## config.mk

```make
export PLATFORM = sky130hd
export DESIGN_NAME = data_mem_bridge
export DESIGN_NICKNAME = d
export VERILOG_FILES = /design/src/rtl/data_mem_bridge.sv
export SDC_FILE = /design/constraint.sdc
export NUM_CORES = 1
export LEC_CHECK = 0
export ABC_AREA = 1
export ABC_CLOCK_PERIOD_IN_PS = 1600
export BUFFER_PORTS_ARGS = -buffer_cell sky130_fd_sc_hd__buf_2
export CORE_ASPECT_RATIO = 1.2
export CORE_MARGIN = 5
export CORE_UTILIZATION = 35
export DETAILED_ROUTE_END_ITERATION = 10
export GPL_TIMING_DRIVEN = 0
export PLACE_DENSITY = 0.7
export SETUP_SLACK_MARGIN = 0.15
export SLEW_MARGIN = 20
export SYNTH_ARGS = -nofsm -noshare
export SYNTH_HDL_FRONTEND = slang
export SYNTH_SLANG_ARGS = --single-unit
```

## constraint.sdc

```tcl
create_clock -name clk -period 1.6 [get_ports clk]
set_input_delay 0.32 -clock clk [delete_from_list [all_inputs] [get_ports clk]]
set_output_delay 0.32 -clock clk [all_outputs]
set_load 0.02 [all_outputs]
```

## src/rtl/data_mem_bridge.sv

```systemverilog
// M-stage data-access bridge: formats MIPS loads/stores onto a req/addr_ok/data_ok
// SRAM-like bus, extends load data and stalls the pipeline while a transfer is in flight.
module data_mem_bridge (
  input  logic        clk,
  input  logic        rst,
  input  logic        memenM,
  input  logic [2:0]  memopM,
  input  logic [31:0] addrM,
  input  logic [31:0] writedataM,
  input  logic        flushM,
  input  logic        pipe_holdM,
  output logic [31:0] readdataM,
  output logic        stallreq,
  output logic        adelM,
  output logic        adesM,
  output logic        data_req,
  output logic        data_wr,
  output logic [1:0]  data_size,
  output logic [31:0] data_addr,
  output logic [31:0] data_wdata,
  output logic [3:0]  data_wstrb,
  input  logic        data_addr_ok,
  input  logic        data_ok,
  input  logic [31:0] data_rdata
);

  typedef enum logic [1:0] {
    IDLE = 2'd0,
    ADDR = 2'd1,
    DATA = 2'd2,
    DONE = 2'd3
  } state_e;

  localparam logic [2:0] OP_LB  = 3'b000;
  localparam logic [2:0] OP_LBU = 3'b001;
  localparam logic [2:0] OP_LH  = 3'b010;
  localparam logic [2:0] OP_LHU = 3'b011;
  localparam logic [2:0] OP_LW  = 3'b100;
  localparam logic [2:0] OP_SB  = 3'b101;
  localparam logic [2:0] OP_SH  = 3'b110;
  localparam logic [2:0] OP_SW  = 3'b111;

  function automatic logic f_is_store(input logic [2:0] op);
    f_is_store = op[2] & (op[1] | op[0]);
  endfunction

  function automatic logic [1:0] f_size(input logic [2:0] op);
    case (op)
      OP_LB, OP_LBU, OP_SB: f_size = 2'd0;
      OP_LH, OP_LHU, OP_SH: f_size = 2'd1;
      OP_LW, OP_SW:         f_size = 2'd2;
      default:              f_size = 2'd0;
    endcase
  endfunction

  function automatic logic f_misaligned(input logic [2:0] op, input logic [1:0] a);
    case (op)
      OP_LH, OP_LHU, OP_SH: f_misaligned = a[0];
      OP_LW, OP_SW:         f_misaligned = (a != 2'b00);
      default:              f_misaligned = 1'b0;
    endcase
  endfunction

  function automatic logic [31:0] f_wdata(input logic [2:0] op, input logic [31:0] wd);
    case (op)
      OP_SB:   f_wdata = {4{wd[7:0]}};
      OP_SH:   f_wdata = {2{wd[15:0]}};
      OP_SW:   f_wdata = wd;
      default: f_wdata = 32'h0000_0000;
    endcase
  endfunction

  function automatic logic [3:0] f_wstrb(input logic [2:0] op, input logic [1:0] a);
    case (op)
      OP_SB:   f_wstrb = 4'b0001 << a;
      OP_SH:   f_wstrb = a[1] ? 4'b1100 : 4'b0011;
      OP_SW:   f_wstrb = 4'b1111;
      default: f_wstrb = 4'b0000;
    endcase
  endfunction

  // Little-endian lane select followed by sign or zero extension.
  function automatic logic [31:0] f_load(input logic [2:0] op, input logic [1:0] a,
                                         input logic [31:0] raw);
    logic [7:0]  b;
    logic [15:0] h;
    case (a)
      2'd0:    b = raw[7:0];
      2'd1:    b = raw[15:8];
      2'd2:    b = raw[23:16];
      2'd3:    b = raw[31:24];
      default: b = raw[7:0];
    endcase
    h = a[1] ? raw[31:16] : raw[15:0];
    case (op)
      OP_LB:   f_load = {{24{b[7]}}, b};
      OP_LBU:  f_load = {24'h00_0000, b};
      OP_LH:   f_load = {{16{h[15]}}, h};
      OP_LHU:  f_load = {16'h0000, h};
      OP_LW:   f_load = raw;
      default: f_load = raw;
    endcase
  endfunction

  state_e      state_q, state_d;
  logic [2:0]  op_q;
  logic [31:0] addr_q;
  logic [31:0] wdata_q;
  logic [3:0]  wstrb_q;
  logic [1:0]  size_q;
  logic        wr_q;
  logic [31:0] rdata_q, rdata_d;

  logic        req_valid;
  logic        misaligned;
  logic        is_store;
  logic        access;
  logic        latch_en;
  logic        req;
  logic        stall;

  // Request qualification and address-error flags.
  always_comb begin
    misaligned = f_misaligned(memopM, addrM[1:0]);
    is_store   = f_is_store(memopM);
    req_valid  = memenM & ~flushM & ~rst;
    access     = req_valid & ~misaligned;
    adelM      = req_valid & misaligned & ~is_store;
    adesM      = req_valid & misaligned & is_store;
  end

  // Next-state, handshake and load-capture logic.
  always_comb begin
    state_d  = state_q;
    rdata_d  = rdata_q;
    latch_en = 1'b0;
    req      = 1'b0;
    stall    = 1'b0;
    case (state_q)
      IDLE: begin
        if (access) begin
          latch_en = 1'b1;
          req      = 1'b1;
          stall    = 1'b1;
          state_d  = data_addr_ok ? DATA : ADDR;
        end else begin
          state_d = IDLE;
        end
      end
      ADDR: begin
        req   = 1'b1;
        stall = 1'b1;
        if (data_addr_ok) begin
          state_d = DATA;
        end else begin
          state_d = ADDR;
        end
      end
      DATA: begin
        stall = 1'b1;
        if (data_ok) begin
          state_d = DONE;
          if (!f_is_store(op_q)) begin
            rdata_d = f_load(op_q, addr_q[1:0], data_rdata);
          end else begin
            rdata_d = rdata_q;
          end
        end else begin
          state_d = DATA;
        end
      end
      DONE: begin
        state_d = pipe_holdM ? DONE : IDLE;
      end
      default: begin
        state_d = IDLE;
      end
    endcase
  end

  // Fresh request fields are driven straight from M only in the issuing IDLE cycle.
  always_comb begin
    if (latch_en) begin
      data_wr    = is_store;
      data_size  = f_size(memopM);
      data_addr  = addrM;
      data_wdata = f_wdata(memopM, writedataM);
      data_wstrb = f_wstrb(memopM, addrM[1:0]);
    end else begin
      data_wr    = wr_q;
      data_size  = size_q;
      data_addr  = addr_q;
      data_wdata = wdata_q;
      data_wstrb = wstrb_q;
    end
    data_req  = req & ~rst;
    stallreq  = stall & ~rst;
    readdataM = rdata_q;
  end

  // State, request copies and load result registers.
  always_ff @(posedge clk) begin
    if (rst) begin
      state_q <= IDLE;
      op_q    <= 3'b000;
      addr_q  <= 32'h0000_0000;
      wdata_q <= 32'h0000_0000;
      wstrb_q <= 4'b0000;
      size_q  <= 2'd0;
      wr_q    <= 1'b0;
      rdata_q <= 32'h0000_0000;
    end else begin
      state_q <= state_d;
      rdata_q <= rdata_d;
      if (latch_en) begin
        op_q    <= memopM;
        addr_q  <= addrM;
        wdata_q <= f_wdata(memopM, writedataM);
        wstrb_q <= f_wstrb(memopM, addrM[1:0]);
        size_q  <= f_size(memopM);
        wr_q    <= is_store;
      end else begin
        op_q    <= op_q;
        addr_q  <= addr_q;
        wdata_q <= wdata_q;
        wstrb_q <= wstrb_q;
        size_q  <= size_q;
        wr_q    <= wr_q;
      end
    end
  end

endmodule

```

==> results of run 1 <==
-- power by group --
group          internal (uW)  switching [uW]
Sequential              2740            19.4
Clock                   1290            1110
Combinational            510             733
-- final cells by class --
class / count / area share
Timing Repair Buffer: 256 / 0.211
Clock inverter: 5 / 0.00731
Inverter: 69 / 0.0328
Sequential cell: 108 / 0.234
Multi-Input combinational cell: 651 / 0.419
Buffer: 46 / 0.0408
Tap cell: 208 / 0.0282
Clock buffer: 11 / 0.0263
-- per-layer routing --
layer  wire, um  vias to the layer above
met2      10300                      280
li1           -                     3309
met5          0                        -
met3       1600                       56
met1       8230                     3077
met4        642                        0
-- metrics by stage --
stage,instance area [um2],util,power (uW),TNS (ns)
5_1_grt,9240,0.588,6640,-54.38
3_3_place_gp,7380,0.470,3760,-60.86
3_5_place_dp,7380,0.470,3760,-62.59
6_report,9240,0.588,6400,-42.82
4_1_cts,8790,0.560,6370,-44.78
2_1_floorplan,6060,-,3400,-4.21
-- worst min-delay path by stage --
stage / slack (ns) / depth (start not counted) / to / from
finish: 0.22 / 3 / addr_q[10] / addrM[10]
global route: 0.21 / 3 / addr_q[10] / addrM[10]
CTS: 0.21 / 3 / state_q[1] / data_addr_ok
detailed placement: 0.45 / 2 / readdataM[7] / readdataM[7]
global placement: 0.45 / 2 / readdataM[7] / readdataM[7]
floorplan: 0.46 / 2 / op_q[0] / memopM[0]
-- cell usage in the layout (no fill, tap or decap), types with 7 or more instances in the layout --
| cell | count |
|---|---|
| nand2_4 | 63 |
| nand2_2 | 87 |
| a21oi_1 | 65 |
| nand2_1 | 209 |
| o21ai_0 | 20 |
| clkbuf_1 | 15 |
| o21ai_2 | 7 |
| o211ai_1 | 8 |
| nand3_1 | 49 |
| nor2_1 | 58 |
| buf_2 | 161 |
| clkbuf_16 | 9 |
| buf_4 | 21 |
| a21oi_2 | 39 |
| o21ai_1 | 8 |
| inv_1 | 56 |
| dfxtp_1 | 106 |
| buf_8 | 11 |
| buf_6 | 82 |
| o21a_1 | 8 |
-- worst max-delay path, cell delays in order, from the launching register on --
cell and delay, ns:
dfxtp_2 0.33, inv_2 0.07, ha_4 0.14, inv_4 0.04
nor2_4 0.14, inv_4 0.08, nor2_8 0.10, buf_12 0.13
buf_12 0.11, buf_8 0.14, nand2_4 0.06, nand2_2 0.08
buf_6 0.12
-- timing repair --
| action | 4_1_cts | 5_1_grt |
|---|---|---|
| hold endpoints to repair | 0 | 0 |
| resized for setup | 246 | 99 |
| buffers inserted | 26 | 11 |
| hold buffers | 0 | 0 |
| pin swaps | 29 | 32 |
| gates cloned | 9 | 1 |
| setup endpoints to repair | 183 | 183 |
-- kinds of logic after synthesis --
kind of cell,count (synthesis)
AOI/OAI and AO/OA,157
DFF,108
buffers and inverters,115
and+or+nand+nor,484
adders and majority gates,9
-- cell usage after synthesis (2+ instances only) --
library cell	instances
clkbuf_1	18
nand2_2	16
nand4_1	5
buf_6	7
nor2_1	63
o21ai_0	35
nor2_4	2
clkinv_1	2
a21oi_1	104
dfxtp_1	108
buf_2	10
ha_1	9
inv_2	3
inv_1	64
o211ai_1	8
nand3_1	51
o21a_1	9
buf_4	9
nand2_1	344
-- state kept, by name (all words and copies together) (netlist names) --
register   count
addr_q        32
op_q           3
readdataM     32
size_q         2
state_q        2
wdata_q       32
wr_q           1
wstrb_q        4
==> results.txt, run 1 <==
In this run the worst path has a maximum fanout of 5. Setup repair after global routing could not meet its margin everywhere. Dividing the detail-routed wire length by the instance count gives 15.3 um. dfxtp_1 takes more of the synthesized area than any other cell. The static leakage power is 0.00490 uW. The endpoint identified for the worst register-to-register timing path is wstrb_q[0]. The data arrival time of the critical path is 1.89 ns. The relative slew slack is 0.492.

For this configuration, the core starts out at a cell density of 0.358. The wire length reported by the detailed router came out at 20800 um. The total clock sinks came out at 108. The area share of the largest cell type after synthesis is 0.385.

Excluding fillers, the count of instances in the completed layout stands at 1354. After synthesis, the largest family of logic cells by area is simple AND/OR/NAND/NOR gates. The portion of netlist area occupied by mux cells is 0. The most used routing layer in global routing is met2. The initial antenna violation count is 0. The worst setup path is launched from a flop.

The wire length of the first global-routing pass came out at 31900 um. The met3 track demand over resource in global routing is 0.0605. The post-detailed-route via-to-cell ratio came out at 4.96. The overall fraction of global-route tracks in use is 0.211. The checks that failed: negative setup slack. The area of the die came out at 18700 um2. The pin count of the biggest net entering global routing came out at 19. The filler cells instantiated in the layout total 1401. The critical path endpoint is data_wdata[7]. After the first detailed-routing iteration, the DRC count stood at 517.

Across the run, the number of max-cap violations was 0. The worst setup path is of the reg -> out kind. The compound-cell area share of the yosys netlist is 0.150.

At the end of routability-driven placement, the weighted congestion stood at 0.853. The number of antenna diodes came out at 0. After synthesis the cells add up to 5610 um2. For this run the aggregate overflow at the end of global routing stands at 0. IR analysis of the VDD net gives a maximum drop of 0.000528 V. The count of buffers added on input and output ports is 210. In this run the standard cell core region covers 15700 um2. The final setup violation count is 104. The number of enable-type register cells in the synthesized netlist is 0. The post-placement setup slack came out at -0.683 ns. A synthesized cell averages 6.43 um2. The clock skew is 0.0116 ns. The first detailed-routing pass took 5 iterations. The footprint of the multi-input gates came out at 3870 um2. The worst setup path is captured at an output port. The minimum setup slack in the final design is -0.608 ns. After clock tree synthesis, the clock-pin slew on the worst setup and hold paths is 0.08 ns. In the global route stage, met2 resource usage came out at 0.369. The via count of the first global-routing pass is 6564. For the pin with the worst max-slew slack, the measured transition is 0.761 ns. The total power density per cell area is 692 nW/um2.

The die boundary height is 149 um. CTS built an H-tree with a depth of 3. The post-synthesis net count came out at 988.

The type of the most critical hold path is in -> reg. The met1 track demand over resource came out at 0.239. The most used flip-flop cell after synthesis is dfxtp_1.

The horizontal die dimension is 126 um. From synthesis to final layout, the design area changed by 64.6%. The number of hold violations in the final report is 0. Across all layers, the routed design uses 6722 vias. The residual DRC count came out at 0. The shortest clock period the worst path allows after layout came out at 2.21 ns. The number of different library cells used by synthesis comes to 25.

The share of layout cells above drive strength 1 is 0.465. The clock buffer count from CTS is 9. For the worst setup path, the data required time is 1.28 ns. The post-DP HPWL is 14500 um. The final net count came out at 1256.

The total of flip-flops plus latches after synthesis came out at 108. The later-pin clock latency in the skew report came out at 0.37 ns. Across all register-to-register paths, the minimum setup slack is -0.12 ns. The final clock period utilization by the worst path came out at 1.38. Yosys attributes the largest share of cell area to dfxtp_1, nand2_1, a21oi_1, nand3_1, inv_1. The number of cell rows came out at 50. The total of warnings raised by yosys came out at 0.

The XOR/XNOR share of the synthesized area is 0. For this run, asynchronously set or reset flops after synthesis account for 0. Of the total synthesized cell area, the portion taken by AND, OR, NAND and NOR gates is 0.351. Across the whole layout, storage elements account for 2160 um2. The sequential fraction of the synthesis area came out at 0.385. The startpoint identified for the worst register-to-register timing path is state_q[0]. Of the total synthesized cell area, the portion taken by full adders, half adders and majority gates is 0.0201.

The depth of the worst register-to-register path is 13. The critical path starts at state_q[0]. The final number of max-transition violations came out at 0.

Synthesis produced 873 cells. The final worst hold slack is 0.222 ns. The run finished, with violations left. The clock passes through at most 2 buffers. The I/O pin count came out at 213. The clock tree from TritonCTS is yes. The count of nets left with antenna violations after detail routing is 0.

Derived from the worst setup path, the maximum achievable clock frequency is 0.453 GHz. The number of cells in the design after placement came out at 1291. In this run the clock root is driven by a clkbuf_16.
No activity file was read; power rests on OpenSTA's default activity.
==> run 2: changes to the inputs <==
==> constraint.sdc (replaced) <==
create_clock -name clk -period 1.6 [get_ports clk]
set_input_delay 0.24 -clock clk [delete_from_list [all_inputs] [get_ports clk]]
set_output_delay 0.24 -clock clk [all_outputs]
set_load 0.02 [all_outputs]
==> results.txt, run 2 (synthesis gave the netlist of run 1 again) <==
The flow ran to the end, but the final reports show violations. The final reports fail on negative setup slack. The clock buffer count from CTS is 9 (unchanged).

Setup repair after global routing could not meet its margin everywhere. The number of iterations in the first detailed-routing pass is 5 (unchanged). TritonCTS built the clock tree. The horizontal die dimension came to 126 um (unchanged). In this run the worst hold path is classified as in -> reg.

The post-DP HPWL is 14900 um (+2.9%). The effective utilization at floorplan came out at 0.358 (unchanged). The shortest clock period the worst path allows after layout is 2.18 ns (-0.0267 ns). The type of element capturing the critical path is an output port.

The initial antenna violation count came out at 0 (unchanged). The depth of the worst register-to-register path is 13 (unchanged). The critical path in this run is classified as reg -> out. The worst vdd rail ir drop was 0.000441 V (-17%).

Among all stages on the critical path, the largest delay is contributed by dfxtp_2. The wire length of the first global-routing pass came to 31600 um (-0.87%). The I/O pin count came out at 213 (unchanged). The final setup violation count is 87 (-16%). The count of nets left with antenna violations after detail routing came to 0 (unchanged).

The number of hold buffers added after cts is 0 (unchanged). Walking the worst path, the cells encountered are inv_2 -> ha_4 -> inv_4 -> nor2_4 -> buf_12 -> nand3_4 -> buf_8 -> buf_6 -> buf_6 -> nand2_4 -> nand2_2 -> buf_6. The data arrival time of the critical path is 1.94 ns (+0.05 ns). The number of port buffers is 210 (unchanged). The number of antenna diodes came out at 0 (unchanged). The later-pin clock latency in the skew report is 0.36 ns (about the same). Grouping stages by cell kind, the critical path spends the most delay in buffers and inverters. The die boundary height came out at 149 um (unchanged). The floorplan core area is 15700 um2 (unchanged). The transition time of the tightest slew-check pin was 0.833 ns (+0.0720 ns). The most used cell along the critical path is buf_6. The detailed-route wire length per cell is 15.6 um (+1.9%). The total area of sequential cells came to 2160 um2 (unchanged). The total power density per cell area is 685 nW/um2 (-0.99%). The number of buffer and inverter stages on the critical path came out at 7 (unchanged). The number of vias in the routed layout came out at 6661 (-0.91%). The total stage count of the critical path is 12 (unchanged). The hold path startpoint is data_addr_ok. The number of max-cap violations came out at 0 (unchanged). The maximum single-stage delay on the critical path came out at 0.33 ns (about the same). The required time at the endpoint of the critical path was 1.36 ns (+0.08 ns).

The final weighted congestion of routability-driven global placement came out at 0.920 (+7.7%). The highest net fanout along the worst path is 6 (+1). The growth of design area from synthesis to finish came out at 68.7%. The pin count of the biggest net entering global routing is 19 (unchanged). The final design instance area without fill is 9470 um2 (+2.5%). The residual DRC count came to 0 (unchanged). The share of layout cells above drive strength 1 is 0.500 (+0.0353).

Leaving out fill and tap cells, the most frequent cell in the layout is nand2_1. The total cell area at the placement stage was 7330 um2 (-0.58%). The static leakage power came out at 0.00478 uW (-2.3%).

The number of buffers on the longest clock path came out at 2 (unchanged). The wire length the detailed router placed on met1 is 8270 um (+0.44%). The cell depth of the worst hold path is 3 (unchanged). In the layout the commonest cells are nand2_1, buf_2, nand2_2. The first-iteration detailed-routing DRC count was 403 (-22%). The total clock sinks was 108 (unchanged). The first element of the critical path is state_q[0]. The relative slew slack came out at 0.444 (-0.0480).

The clock skew came out at 0.00646 ns (-0.00519 ns). The worst setup path is launched from a flop. The post-route core utilization is 0.603 (+0.0147). The met3 routed wirelength was 1430 um (-11%). The minimum setup slack in the final design is -0.581 ns (+0.0267 ns).

The total number of H-tree levels came out at 3 (unchanged). The overall fraction of global-route tracks in use came out at 0.209 (-0.00111). The number of cell rows is 50 (unchanged).

The wire length reported by the detailed router came to 21300 um (+2.4%). The footprint of the multi-input gates came out at 4000 um2 (+3.3%). The total grt overflow came out at 0 (unchanged). The final net count is 1263 (+0.56%). In this run the critical register-to-register path is launched from state_q[0]. The final number of max-transition violations is 0 (unchanged). The post-detailed-route via-to-cell ratio was 4.89 (-1.4%). The highest attainable clock frequency came out at 0.458 GHz (+1.2%). The area of the die came to 18700 um2 (unchanged). The uppermost layer routed is met4.

The root buffer cell chosen for the clock tree is clkbuf_16. The met2 wirelength from detailed routing is 11100 um (+7.8%). The clock transition at the register clock pins on the worst setup and hold paths after CTS came out at 0.07 ns (about the same). The filler cell count came out at 1366 (-2.5%).

The number of hold violations in the final report is 0 (unchanged). The via count of the first global-routing pass was 6154 (-6.2%). The final clock period utilization by the worst path is 1.36 (-0.0167).
run 2: cell types whose count changed in the layout (fill, tap and decap cells not counted), sizes merged:
cell and change:
clkinv -2, bufinv +1, clkbuf +1, bufbuf -1
clkinvlp +1, inv +1, buf +6
run 2: tightest hold or removal path, stage by stage:
cell and delay, ns:
buf_2 0.11, nand2_1 0.06, a21oi_1 0.05
run 2: final cells by class:
cell class | count | share of cell area
Inverter | 69 | 0.0314
Timing Repair Buffer | 263 | 0.212
Multi-Input combinational cell | 651 | 0.422
Buffer | 46 | 0.0431
Tap cell | 208 | 0.0275
Clock buffer | 10 | 0.0252
Clock inverter | 6 | 0.00978
Sequential cell | 108 | 0.229
run 2: where the power goes:
| group | switching, uW | internal [uW] | leakage [uW] |
|---|---|---|---|
| registers | 25.1 | 2740 | 0.000874 |
| logic | 737 | 508 | 0.00375 |
| clock network | 1060 | 1430 | 0.000156 |
run 2: through the flow:
step | hold WS, ns | setup TNS [ns] | setup WS [ns] | std cells | total power (uW)
global placement | 0.449 | -46.76 | -0.486 | 1291 | 3750
floorplan | 0.375 | 0 | 0.0377 | 873 | 3390
detailed placement | 0.452 | -48.03 | -0.499 | 1291 | 3760
CTS | 0.128 | -38.84 | -0.569 | 1342 | 6440
global route | 0.144 | -47.07 | -0.652 | 1361 | 6730
finish | 0.148 | -38.99 | -0.581 | 1361 | 6490
run 2: repair_timing:
item / 4_1_cts / 5_1_grt
resized for setup: 221 / 154
pin swaps: 24 / 27
setup endpoints to repair: 181 / 183
hold endpoints to repair: 0 / 0
gates cloned: 6 / 3
setup buffers: 29 / 16
run 2: metal layers:
layer  vias to the layer above  track usage
met3                        35       0.0473
li1                       3321            -
met1                      3067        0.248
met4                         0       0.0645
met2                       238        0.377
met5                         -            0
run 2: final timing paths:
path         slack, ns             to
min reg2reg       0.48    wdata_q[31]
max              -0.58  data_wstrb[0]
min               0.15     state_q[1]
max reg2reg      -0.15    wdata_q[22]
==> run 3: changes to the inputs <==
Settings changed: ABC_CLOCK_PERIOD_IN_PS 1600 to 2000, CORE_UTILIZATION 35 to 45, PLACE_DENSITY 0.7 to 0.84, SLEW_MARGIN 20 to not set.
Clock period 1.6 ns to 2 ns, I/O delays scaled along.
==> results.txt, run 3 (synthesis gave the netlist of run 1 again) <==
The I/O pin count is 213 (unchanged). Counting stages on the worst path, the most repeated cell is buf_12. The number of iterations in the first detailed-routing pass is 5 (unchanged). The relative slew slack came out at 0.634 (+0.190). The required time at the endpoint of the critical path is 1.70 ns (+0.34 ns). The share of layout cells above drive strength 1 came out at 0.386 (-0.115). The clock skew came out at 0.00516 ns (-0.00130 ns). The number of antenna diodes is 0 (unchanged). The final net count came to 1233 (-2.4%). Leaving out fill and tap cells, the most frequent cell in the layout is nand2_1. The die boundary height came to 132 um (-11%). The wire length reported by the detailed router came to 19700 um (-7.3%). The detailed-route wire length per cell is 15.4 um (-1.7%). The total stage count of the critical path is 11 (-1). The effective utilization at floorplan came out at 0.461 (+0.104). The minimum setup slack in the final design is -0.207 ns (+0.374 ns). The total cell area at the placement stage came out at 6870 um2 (-6.4%). The number of vias in the routed layout is 6699 (+0.57%). The critical path goes through inv_2 -> ha_4 -> inv_4 -> nor2_4 -> buf_12 -> nand3_4 -> buf_12 -> buf_12 -> nand2_2 -> nand2_2 -> buf_6.

The initial antenna violation count came out at 0 (unchanged). The area of the die was 14800 um2 (-21%). The final design instance area without fill came to 8360 um2 (-12%). The first-iteration detailed-routing DRC count is 593 (+47%). The footprint of the multi-input gates came out at 3370 um2 (-16%). The total clock sinks came to 108 (unchanged). The growth of design area from synthesis to finish came out at 48.9%. Leaving out fill and tap cells, the most frequent cells in the layout are nand2_1, buf_2, nand2_2. The kind of cell adding the most delay to the critical path is buffers and inverters.

The final setup violation count came out at 73 (-16%). The flow ran to the end, but the final reports show violations. The final clock period utilization by the worst path came out at 1.10. The total area of sequential cells came out at 2160 um2 (unchanged).

The type of element capturing the critical path is an output port. The total grt overflow came out at 0 (unchanged). The number of port buffers is 210 (unchanged). For this design, the slowest cell found on the critical path is dfxtp_2. The via count of the first global-routing pass is 6331 (+2.9%). The transition time of the tightest slew-check pin came to 0.549 ns (-0.285 ns). The clock buffer count from CTS is 9 (unchanged). The residual DRC count was 0 (unchanged). The worst vdd rail ir drop came out at 0.000430 V (-2.4%). The horizontal die dimension is 112 um (-11%).

The post-DP HPWL is 13800 um (-7.8%). Timing would allow up to 0.453 GHz. The worst setup path is launched from a flop. The depth of the worst register-to-register path came to 11 (-2). CTS placed an instance of clkbuf_16 at the clock tree root.

The post-detailed-route via-to-cell ratio came to 5.22 (+6.6%). The final weighted congestion of routability-driven global placement came out at 0.896 (-2.6%). The filler cell count came out at 1026 (-25%).

The clock transition at the register clock pins on the worst setup and hold paths after CTS is 0.07 ns (about the same). Setup repair after global routing could not meet its margin everywhere. The overall fraction of global-route tracks in use is 0.248 (+0.0382). The floorplan core area came out at 12200 um2 (-23%). The final reports fail on negative setup slack. The pin count of the biggest net entering global routing was 18 (-1).

The number of hold buffers added after cts came out at 0 (unchanged). The data arrival time of the critical path is 1.91 ns (-0.03 ns). The number of hold violations in the final report is 0 (unchanged). The count of nets left with antenna violations after detail routing came out at 0 (unchanged).

The total power density per cell area came out at 594 nW/um2 (-13%). The tightest min-delay check is of the in -> reg type. The final number of max-transition violations is 0 (unchanged).

The maximum single-stage delay on the critical path came out at 0.33 ns (about the same). The post-route core utilization is 0.687 (+0.0837). TritonCTS built the clock tree. The number of max-cap violations is 0 (unchanged).

The number of buffer and inverter stages on the critical path came out at 6 (-1). The cell depth of the worst hold path came out at 3 (unchanged). The shortest clock period the worst path allows after layout is 2.21 ns.

The critical path is of the reg -> out type. The number of buffers on the longest clock path came out at 2 (unchanged). The total number of H-tree levels came out at 3 (unchanged). The wire length of the first global-routing pass came out at 30200 um (-4.3%). The number of cell rows was 44 (-12%).

The highest net fanout along the worst path came out at 10 (+4). The static leakage power is 0.00444 uW (-7.2%). The later-pin clock latency in the skew report came to 0.35 ns (about the same).
-- run 3: per-layer routing --
layer  up-vias  part of all wire  global-route usage
met5         -                 0                   0
met4         0             0.034               0.102
met3        58             0.093              0.0615
met2       327              0.50               0.434
met1      3043              0.37               0.287
li1       3271                 -                   -
-- run 3: layout make-up --
| cell class | count | share of cell area |
|---|---|---|
| multi-input combinational | 652 | 0.404 |
| sequential | 108 | 0.259 |
| timing repair buffer | 232 | 0.200 |
| buffer | 46 | 0.0439 |
| inverter | 69 | 0.0319 |
| clock buffer | 11 | 0.0302 |
| tap | 161 | 0.0241 |
| clock inverter | 5 | 0.00719 |
-- run 3: worst register-to-register path: stages, from the launching register on --
cell and delay (ns):
dfxtp_1 0.31, buf_2 0.19, inv_1 0.06, nand2_1 0.25
inv_1 0.07, nand2_1 0.09, nand2_1 0.07, nand2_1 0.16
buf_4 0.20, nand3_1 0.11, nand2_1 0.08, inv_1 0.03
-- run 3: where the power goes --
| group | internal [uW] | leakage, uW | switching, uW |
|---|---|---|---|
| clock | 1040 | 0.000152 | 822 |
| sequential | 2190 | 0.000874 | 19.5 |
| combinational | 370 | 0.00341 | 525 |
| total | 3600 | 0.00444 | 1370 |
-- run 3: metrics by stage --
step	total power (uW)	cells	hold WS, ns	setup slack, ns	TNS (ns)
floorplan	2660	873	0.443	0.248	0
detailed placement	2940	1244	0.457	-0.353	-10.66
global placement	2940	1244	0.450	-0.311	-9.46
CTS	4900	1279	0.195	-0.185	-10.51
finish	4970	1284	0.214	-0.207	-11.48
global route	5160	1284	0.210	-0.297	-17.61
-- run 3: path summary, 6_finish.rpt --
check / from / to / slack, ns
setup / recovery: state_q[0] / data_wdata[23] / -0.21
hold / removal: addrM[14] / addr_q[14] / 0.21
setup reg to reg: op_q[1] / readdataM[20] / 0.29
hold reg to reg: readdataM[7] / readdataM[7] / 0.46
-- run 3: repair_timing --
item	CTS	global route
setup endpoints to repair	75	104
gates cloned	7	0
buffers inserted	12	5
pin swaps	17	5
gates resized for setup	174	147
